### config.mk
export PLATFORM = sky130hd
export DESIGN_NAME = icache_flat
export DESIGN_NICKNAME = d
export VERILOG_FILES = /design/src/rtl/icache_if.sv /design/src/rtl/icache.sv /design/src/flat_wrapper.sv
export SDC_FILE = /design/constraint.sdc
export NUM_CORES = 1
export LEC_CHECK = 0
export ABC_CLOCK_PERIOD_IN_PS = 3600
export CELL_PAD_IN_SITES_DETAIL_PLACEMENT = 1
export CELL_PAD_IN_SITES_GLOBAL_PLACEMENT = 2
export CORE_ASPECT_RATIO = 1.75
export CORE_MARGIN = 4
export CORE_UTILIZATION = 35
export DETAILED_ROUTE_END_ITERATION = 6
export MAX_ROUTING_LAYER = met4
export PLACE_DENSITY_LB_ADDON = 0.1
export RECOVER_POWER = 25
export SETUP_SLACK_MARGIN = 0.15
export SLEW_MARGIN = 20
export SYNTH_ARGS = -nofsm -noshare
export SYNTH_HDL_FRONTEND = slang
export SYNTH_SLANG_ARGS = --single-unit
### constraint.sdc
create_clock -name CLK -period 3.6 [get_ports CLK]
set_input_delay 0.54 -clock CLK [delete_from_list [all_inputs] [get_ports CLK]]
set_output_delay 0.54 -clock CLK [all_outputs]
set_load 0.01 [all_outputs]
### src/rtl/icache_if.sv
// icache_if: groups the instruction-cache signals into one bundle.
//   Datapath side : imemREN, imemaddr, flush -> cache ; ihit, imemload <- cache
//   Memory side   : iREN, iaddr <- cache ; iwait, iload -> cache
//   Statistics    : hit_count, miss_count <- cache
// The cache connects through the slave modport. Whatever drives the
// requests and models memory (datapath plus memory control, or a bench)
// connects through the master modport.
interface icache_if;
  logic        imemREN;
  logic [31:0] imemaddr;
  logic        flush;
  logic        ihit;
  logic [31:0] imemload;
  logic        iREN;
  logic [31:0] iaddr;
  logic        iwait;
  logic [31:0] iload;
  logic [31:0] hit_count;
  logic [31:0] miss_count;

  modport slave (
    input  imemREN, imemaddr, flush, iwait, iload,
    output ihit, imemload, iREN, iaddr, hit_count, miss_count
  );

  modport master (
    output imemREN, imemaddr, flush, iwait, iload,
    input  ihit, imemload, iREN, iaddr, hit_count, miss_count
  );
endinterface

### src/rtl/icache.sv
// icache: direct-mapped instruction cache with one-word lines.
//   A hit is answered in the same cycle (ihit/imemload are combinational).
//   A miss latches the address and runs a one-word fill on the memory port.
//   Ports:
//     CLK   - rising-edge clock
//     nRST  - asynchronous active-low reset
//     bus   - icache_if.slave (datapath request/response, memory fill port,
//             hit/miss counters)
//
// state | meaning
// IDLE  | serve hits; a miss latches miss_addr and moves to FETCH
// FETCH | iREN=1 at miss_addr until iwait=0, then write the line and return
module icache #(
  parameter int SETS  = 16,
  parameter int IDX_W = 4
) (
  input  logic CLK,
  input  logic nRST,
  icache_if.slave bus
);

  localparam int TAG_W = 32 - IDX_W - 2;

  localparam logic [0:0] IDLE  = 1'b0;
  localparam logic [0:0] FETCH = 1'b1;

  logic [0:0]       state_q, state_d;
  logic [31:0]      miss_addr_q, miss_addr_d;
  logic [SETS-1:0]  valid_q, valid_d;
  logic [TAG_W-1:0] tag_q  [SETS];
  logic [TAG_W-1:0] tag_d  [SETS];
  logic [31:0]      data_q [SETS];
  logic [31:0]      data_d [SETS];
  logic [31:0]      hit_count_q, hit_count_d;
  logic [31:0]      miss_count_q, miss_count_d;

  logic [IDX_W-1:0] req_idx, fill_idx;
  logic [TAG_W-1:0] req_tag, fill_tag;
  logic             hit;

  assign req_idx  = bus.imemaddr[IDX_W+1:2];
  assign req_tag  = bus.imemaddr[31:IDX_W+2];
  assign fill_idx = miss_addr_q[IDX_W+1:2];
  assign fill_tag = miss_addr_q[31:IDX_W+2];

  // Hits are only reported in IDLE so a line being refilled is never served.
  assign hit = bus.imemREN & valid_q[req_idx] & (tag_q[req_idx] == req_tag)
             & (state_q == IDLE);

  assign bus.ihit       = hit;
  assign bus.imemload   = hit ? data_q[req_idx] : 32'h0;
  assign bus.iREN       = (state_q == FETCH);
  assign bus.iaddr      = miss_addr_q;
  assign bus.hit_count  = hit_count_q;
  assign bus.miss_count = miss_count_q;

  always_comb begin
    state_d      = state_q;
    miss_addr_d  = miss_addr_q;
    valid_d      = valid_q;
    tag_d        = tag_q;
    data_d       = data_q;
    hit_count_d  = hit_count_q + {31'b0, hit};
    miss_count_d = miss_count_q;

    case (state_q)
      IDLE: begin
        if (bus.imemREN && !hit && !bus.flush) begin
          miss_addr_d  = bus.imemaddr;
          miss_count_d = miss_count_q + 32'd1;
          state_d      = FETCH;
        end
      end
      FETCH: begin
        // Flush wins over a fill completing in the same cycle.
        if (bus.flush) begin
          state_d = IDLE;
        end else if (!bus.iwait) begin
          valid_d[fill_idx] = 1'b1;
          tag_d[fill_idx]   = fill_tag;
          data_d[fill_idx]  = bus.iload;
          state_d           = IDLE;
        end
      end
      default: state_d = IDLE;
    endcase

    if (bus.flush) begin
      valid_d = '0;
    end
  end

  always_ff @(posedge CLK or negedge nRST) begin
    if (!nRST) begin
      state_q      <= IDLE;
      miss_addr_q  <= '0;
      valid_q      <= '0;
      hit_count_q  <= '0;
      miss_count_q <= '0;
      for (int i = 0; i < SETS; i++) begin
        tag_q[i]  <= '0;
        data_q[i] <= '0;
      end
    end else begin
      state_q      <= state_d;
      miss_addr_q  <= miss_addr_d;
      valid_q      <= valid_d;
      hit_count_q  <= hit_count_d;
      miss_count_q <= miss_count_d;
      for (int i = 0; i < SETS; i++) begin
        tag_q[i]  <= tag_d[i];
        data_q[i] <= data_d[i];
      end
    end
  end

endmodule

### src/flat_wrapper.sv
// flat-port wrapper written by rule: the top's interface ports become plain ports
module icache_flat 
#(
  parameter int SETS  = 16,
  parameter int IDX_W = 4
)
  (CLK, nRST, bus_imemREN, bus_imemaddr, bus_flush, bus_iwait, bus_iload, bus_ihit, bus_imemload, bus_iREN, bus_iaddr, bus_hit_count, bus_miss_count);
  icache_if bus_i ();
  input  logic CLK;
  input  logic nRST;
  input wire logic [$bits(bus_i.imemREN)-1:0] bus_imemREN;
  input wire logic [$bits(bus_i.imemaddr)-1:0] bus_imemaddr;
  input wire logic [$bits(bus_i.flush)-1:0] bus_flush;
  input wire logic [$bits(bus_i.iwait)-1:0] bus_iwait;
  input wire logic [$bits(bus_i.iload)-1:0] bus_iload;
  output wire logic [$bits(bus_i.ihit)-1:0] bus_ihit;
  output wire logic [$bits(bus_i.imemload)-1:0] bus_imemload;
  output wire logic [$bits(bus_i.iREN)-1:0] bus_iREN;
  output wire logic [$bits(bus_i.iaddr)-1:0] bus_iaddr;
  output wire logic [$bits(bus_i.hit_count)-1:0] bus_hit_count;
  output wire logic [$bits(bus_i.miss_count)-1:0] bus_miss_count;
  assign bus_i.imemREN = bus_imemREN;
  assign bus_i.imemaddr = bus_imemaddr;
  assign bus_i.flush = bus_flush;
  assign bus_i.iwait = bus_iwait;
  assign bus_i.iload = bus_iload;
  assign bus_ihit = bus_i.ihit;
  assign bus_imemload = bus_i.imemload;
  assign bus_iREN = bus_i.iREN;
  assign bus_iaddr = bus_i.iaddr;
  assign bus_hit_count = bus_i.hit_count;
  assign bus_miss_count = bus_i.miss_count;
  icache #(.SETS(SETS), .IDX_W(IDX_W)) u_core (.CLK(CLK), .nRST(nRST), .bus(bus_i));
endmodule
* Yosys cells after proc, flatten, opt, wreduce, memory -nomap -nowiden
Cells that the tools add are included.
Word-level totals: ROM bits 0, latch bits 0, RAM bits 0, bits of input ports 69, output and inout port bits 130, word-level logic and storage cells 90, bits in registers 1041, memories kept 0
Cells by class: add/subtract/negate cells 2, equality and inequality tests 2, shifts and indexed selects 0, reduce and logical (&&, ||, !) cells 10, order comparisons 6, mux-type cells 24, divide/modulo/power cells 0, multipliers 0, bitwise operators 9
Operators by type and width (number):
- bitwise mux 512 bit | 1
- bitwise mux 416 bit | 1
- binary-select mux 32 bit (select 4 bit) | 1
- demux 32 bit (select 4 bit) | 1
- 2-to-1 mux 32 bit | 4
- binary-select mux 26 bit (select 4 bit) | 1
- demux 26 bit (select 4 bit) | 1
- 2-to-1 mux 26 bit | 3
- 2-to-1 mux 16 bit | 3
- adder 32 x 1 -> 32 bit | 1
- adder 32 x 1 -> 32 bit (second input constant) | 1
- equality test 26 bit | 1
- bitwise OR 16 bit | 1
- greater-or-equal comparator 5 bit (second input constant) | 2
- < comparator 4 x 5 -> 1 bit (second input constant) | 2
- inverter 4 -> 5 bit | 2
- < comparator 5 x 1 -> 1 bit (second input constant) | 1
- 2-to-1 mux 1 bit | 5
- binary-select mux 1 bit (select 4 bit) | 1
- demux 1 bit (select 4 bit) | 1
- greater-or-equal comparator 4 x 1 -> 1 bit (second input constant) | 1
- logical AND 1 bit | 4
- AND reduction 2 bit | 2
- bitwise AND 1 bit | 3
- other kinds (6) | 9

* Logic depth before layout (Yosys ltp)
depth after elaboration 12, mapped depth 20, depth with buffers taken out 15

* Least setup slack after synthesis
Ideal clock, no wire load.
path type input -> register, from input bus_imemaddr[2], to register u_core.hit_count_q[27], in the netlist u_core.bus.hit_count[27], path buffers 4, data arrival time 4326 ps, stages 19, setup slack -851 ps, cell sequence buf_2 -> buf_4 -> buf_2 -> mux4_2 -> mux2i_1 -> mux2i_1 -> xnor2_1 -> nand4b_1 -> nor4b_2 -> nand3b_1 -> clkbuf_1 -> inv_1 -> ha_1 -> nand3_1 -> or2_2 -> nor2_1 -> and2_1 -> nand4_1 -> xnor2_1
On the way: cells in the longest elaborated chain, start to end 8
RTL lines:
- start: declaration | line flat_wrapper.sv:12 | input wire logic [$bits(bus_i.imemaddr)-1:0] bus_imemaddr;
- inverter 4 -> 5 bit (not written as such) | line icache.sv:47 | assign hit = bus.imemREN & valid_q[req_idx] & (tag_q[req_idx] == req_tag)
- binary-select mux 26 bit (select 4 bit) | line icache.sv:47
- 2-to-1 mux 26 bit (not written as such) (2 in a row) | line icache.sv:47
- equality test 26 bit | line icache.sv:47
- bitwise AND 1 bit (*) | line icache.sv:47
- bitwise AND 1 bit (*) | line icache.sv:48 | & (state_q == IDLE);
- net bus_ihit | line flat_wrapper.sv:16 | output wire logic [$bits(bus_i.ihit)-1:0] bus_ihit;
- adder 32 x 1 -> 32 bit (*) | line icache.sv:63 | hit_count_d = hit_count_q + {31'b0, hit};
- net u_core.hit_count_d[27] | line icache.sv:34 | logic [31:0] hit_count_q, hit_count_d;
- end signal: assignment | line icache.sv:108 | hit_count_q <= hit_count_d;
- end: declaration | line icache.sv:34
The timed path passes the listed nets; every way through them passes the cells marked *. The select of a mux whose other input is x is not followed. A chain may end at the register's enable or synchronous reset.

* Final worst setup path
from register u_core.tag_q[21] in the netlist's numbering, to output bus_imemload[9]
On the way: cells in the longest elaborated chain, start to end 7
RTL lines:
- start: declaration | line icache.sv:30 | logic [TAG_W-1:0] tag_q [SETS];
- start signal: indexed assignment | line icache.sv:111 | tag_q[i] <= tag_d[i];
- binary-select mux 26 bit (select 4 bit) | line icache.sv:47
- 2-to-1 mux 26 bit (not written as such) (2 in a row) | line icache.sv:47
- equality test 26 bit | line icache.sv:47
- bitwise AND 1 bit | line icache.sv:47
- bitwise AND 1 bit | line icache.sv:48
- 2-to-1 mux 32 bit | line icache.sv:51 | assign bus.imemload = hit ? data_q[req_idx] : 32'h0;
- end: declaration | line flat_wrapper.sv:17 | output wire logic [$bits(bus_i.imemload)-1:0] bus_imemload;
Every way passes these cells. The select of a mux whose other input is x is not followed.

==> flow_summary.ini <==
[sta]
tightest_slew_ns = 2.41
hold_viol_final = 0
setup_viol = 61
period_needed_ns = 4.38
finalCritPeriodShare = 1.22
fin_ws_ns = -0.782
maxSlewViolCount = 74
hold_ws_ns = 0.462
clock.fmax_mhz = 228
slew_headroom = -0.609
rsz0062_at_grt = yes
finClkSkew_ns = 0.0148

[synth]
yosysWarningCount = 0
syn_nets = 3032
netlist_area_um2 = 46900
synth_edf_count = 0
syn_avg_cell_area_um2 = 15.8
ys_ff_latch = 1041
synthArstFlopShare = 1.00
synth_cells = 2960
ys.flop_type = dfrtp_1
synthDistinctLibCells = 48
seq_area_frac_synth = 0.555

[detailed_routing]
first_pass_iters = 4
postRouteAntennaNets = 0
drc_errors = 0
viasPerCell = 5.27
drt-wirelength-per-cell_um = 27.7
vias = 26900
wl_mm = 141
drtIter0Drc = 1139

[final_layout]
final_cell_mix = dfrtp_1 (1041), mux2_2 (940), mux4_2 (259)
layout_commonest_cell = dfrtp_1
syn2layout_area_growth_pct = 20.4
fin_nets = 3288
drive_gt1_frac = 0.518
final_core_util = 0.424

[clock_tree]
clock-sinks = 1041
htreeDepth = 3
cts_tree = yes
worstSkewPairLatency_ns = 0.71
path_clk_slew_ns = 0.06
cts_buffers = 104
clock_path_buffers = 3
cts_root_buf = clkbuf_16

[hold_path]
min_path_type = in -> reg
hold_depth = 2

[run_status]
violations = capacitance limit, slew limit, setup timing
status = finished with violations

[grt]
grt_pass1_wl_mm = 211
grt_pass1_vias = 31300
track_usage = 0.207
grt-ovfl-total = 0
grt_max_degree = 105
antenna_found_initial = 7

[floorplanning]
initial_utilization = 0.352
fp.coreArea_um2 = 133000
die-area_um2 = 140000
rows = 177
die_w_um = 285
die_h_um = 492
top_level_ports = 199

[critical_path]
ff2ff_path_depth = 17
crit_path_start_kind = flip-flop
end_kind = primary output
arrival_ns = 3.84
path_max_fanout = 8
critPathKind = reg -> out
crit_required_ns = 3.06

[power]
power.total_mw = 31.3
cellLeakagePower_nw = 26.3
vdd_ir_drop_max_v = 0.000331
p_per_area_nw_per_um2 = 555

[flow_run]
maxCapViolCount = 1

[place]
io_buffer_count = 198
dp_hpwl_mm = 87.5
gp_congestion = 0.757
layout make-up:
| cell class | instances | area (um^2) |
|---|---|---|
| fill | 13000 | 76600 |
| inverter | 16 | 75.1 |
| timing repair buffer | 395 | 4180 |
| clock buffer | 157 | 3240 |
| tap | 1790 | 2240 |
| clock inverter | 38 | 385 |
| sequential | 1041 | 26100 |
| multi-input combinational | 1658 | 20300 |
| antenna | 5 | 12.5 |
timing repair:
item / 4_1_cts / 5_1_grt
pin swaps: 10 / 18
endpoints found under the setup margin: 79 / 122
hold endpoints to repair: 62 / 0
hold buffers: 1 / 0
gates cloned: 2 / 1
buffers inserted: 5 / 0
gates resized for setup: 152 / 72
logic make-up after synthesis:
kind of cell | synth area share
simple gates | 0.0271
flops | 0.555
fa+ha+maj | 0.000800
buf+inv | 0.0230
xor+xnor | 0.0151
compound gates | 0.00605
mux | 0.373
per-layer routing:
layer,global-route usage,wire length (um)
met1,0.243,57500
met2,0.375,76600
met3,0.0271,4240
met4,0.0544,3160
met5,-,0
worst max-delay path, stage by stage (launching register included):
cell	delay, ns
dfrtp_1	0.40
mux4_2	0.47
mux4_2	0.51
xnor2_2	0.22
o21ai_1	0.09
a211o_1	0.33
nor4b_4	0.31
nand3b_1	0.14
buf_6	0.18
clkbuf_16	0.22
nor2b_4	0.13
buf_6	0.10
power by group:
part	leakage, nW	switching (mW)	internal (mW)	total (mW)
registers	14.1	1.34	13.7	15.0
clock network	1.80	4.79	6.70	11.5
logic	10.4	1.84	2.98	4.82
Yosys cell counts, drive strengths merged (16+ instances only):
cell type / number / share of area
nor2: 39 / 0.0031
inv: 16 / 0.0013
nor2b: 39 / 0.0052
dfrtp: 1041 / 0.56
xnor2: 61 / 0.011
xor2: 20 / 0.0037
mux4: 259 / 0.12
clkbuf: 131 / 0.010
nand4: 21 / 0.0028
nand3: 30 / 0.0032
buf: 114 / 0.011
nand2: 39 / 0.0031
mux2i: 75 / 0.016
mux2: 962 / 0.23
and3: 23 / 0.0031
sequential cells by signal (all words and copies together), names as in the netlist:
signal,count
u_core.valid_q,16
u_core.tag_q,416
u_core.bus.iREN,1
u_core.bus.miss_count,32
u_core.data_q,512
u_core.bus.hit_count,32
u_core.bus.iaddr,32
worst paths after layout:
path                                      startpoint                        end  slack, ns
hold / removal                       bus_imemaddr[0]        u_core.bus.iaddr[0]       0.46
hold reg to reg            u_core.bus.miss_count[18]  u_core.bus.miss_count[18]       0.48
setup / recovery                    u_core.tag_q[21]            bus_imemload[9]      -0.78
min in group asynchronous                       nRST         u_core.data_q[454]       1.11
max in group asynchronous                       nRST         u_core.data_q[290]       0.10
setup reg to reg                    u_core.tag_q[21]   u_core.bus.hit_count[27]      -0.50
stage by stage:
step,setup TNS [ns],worst slack [ns],instance area (um^2),std cells
6_report,-32.91,-0.782,56500,5100
5_1_grt,-95.45,-0.962,56500,5099
4_1_cts,-39.98,-1.00,56400,5094
3_5_place_dp,-93.15,-1.21,52600,4891
3_3_place_gp,-88.49,-1.20,52600,4891
2_1_floorplan,-2.28,-0.283,47200,2960
Power figures use the tool's default switching activity.
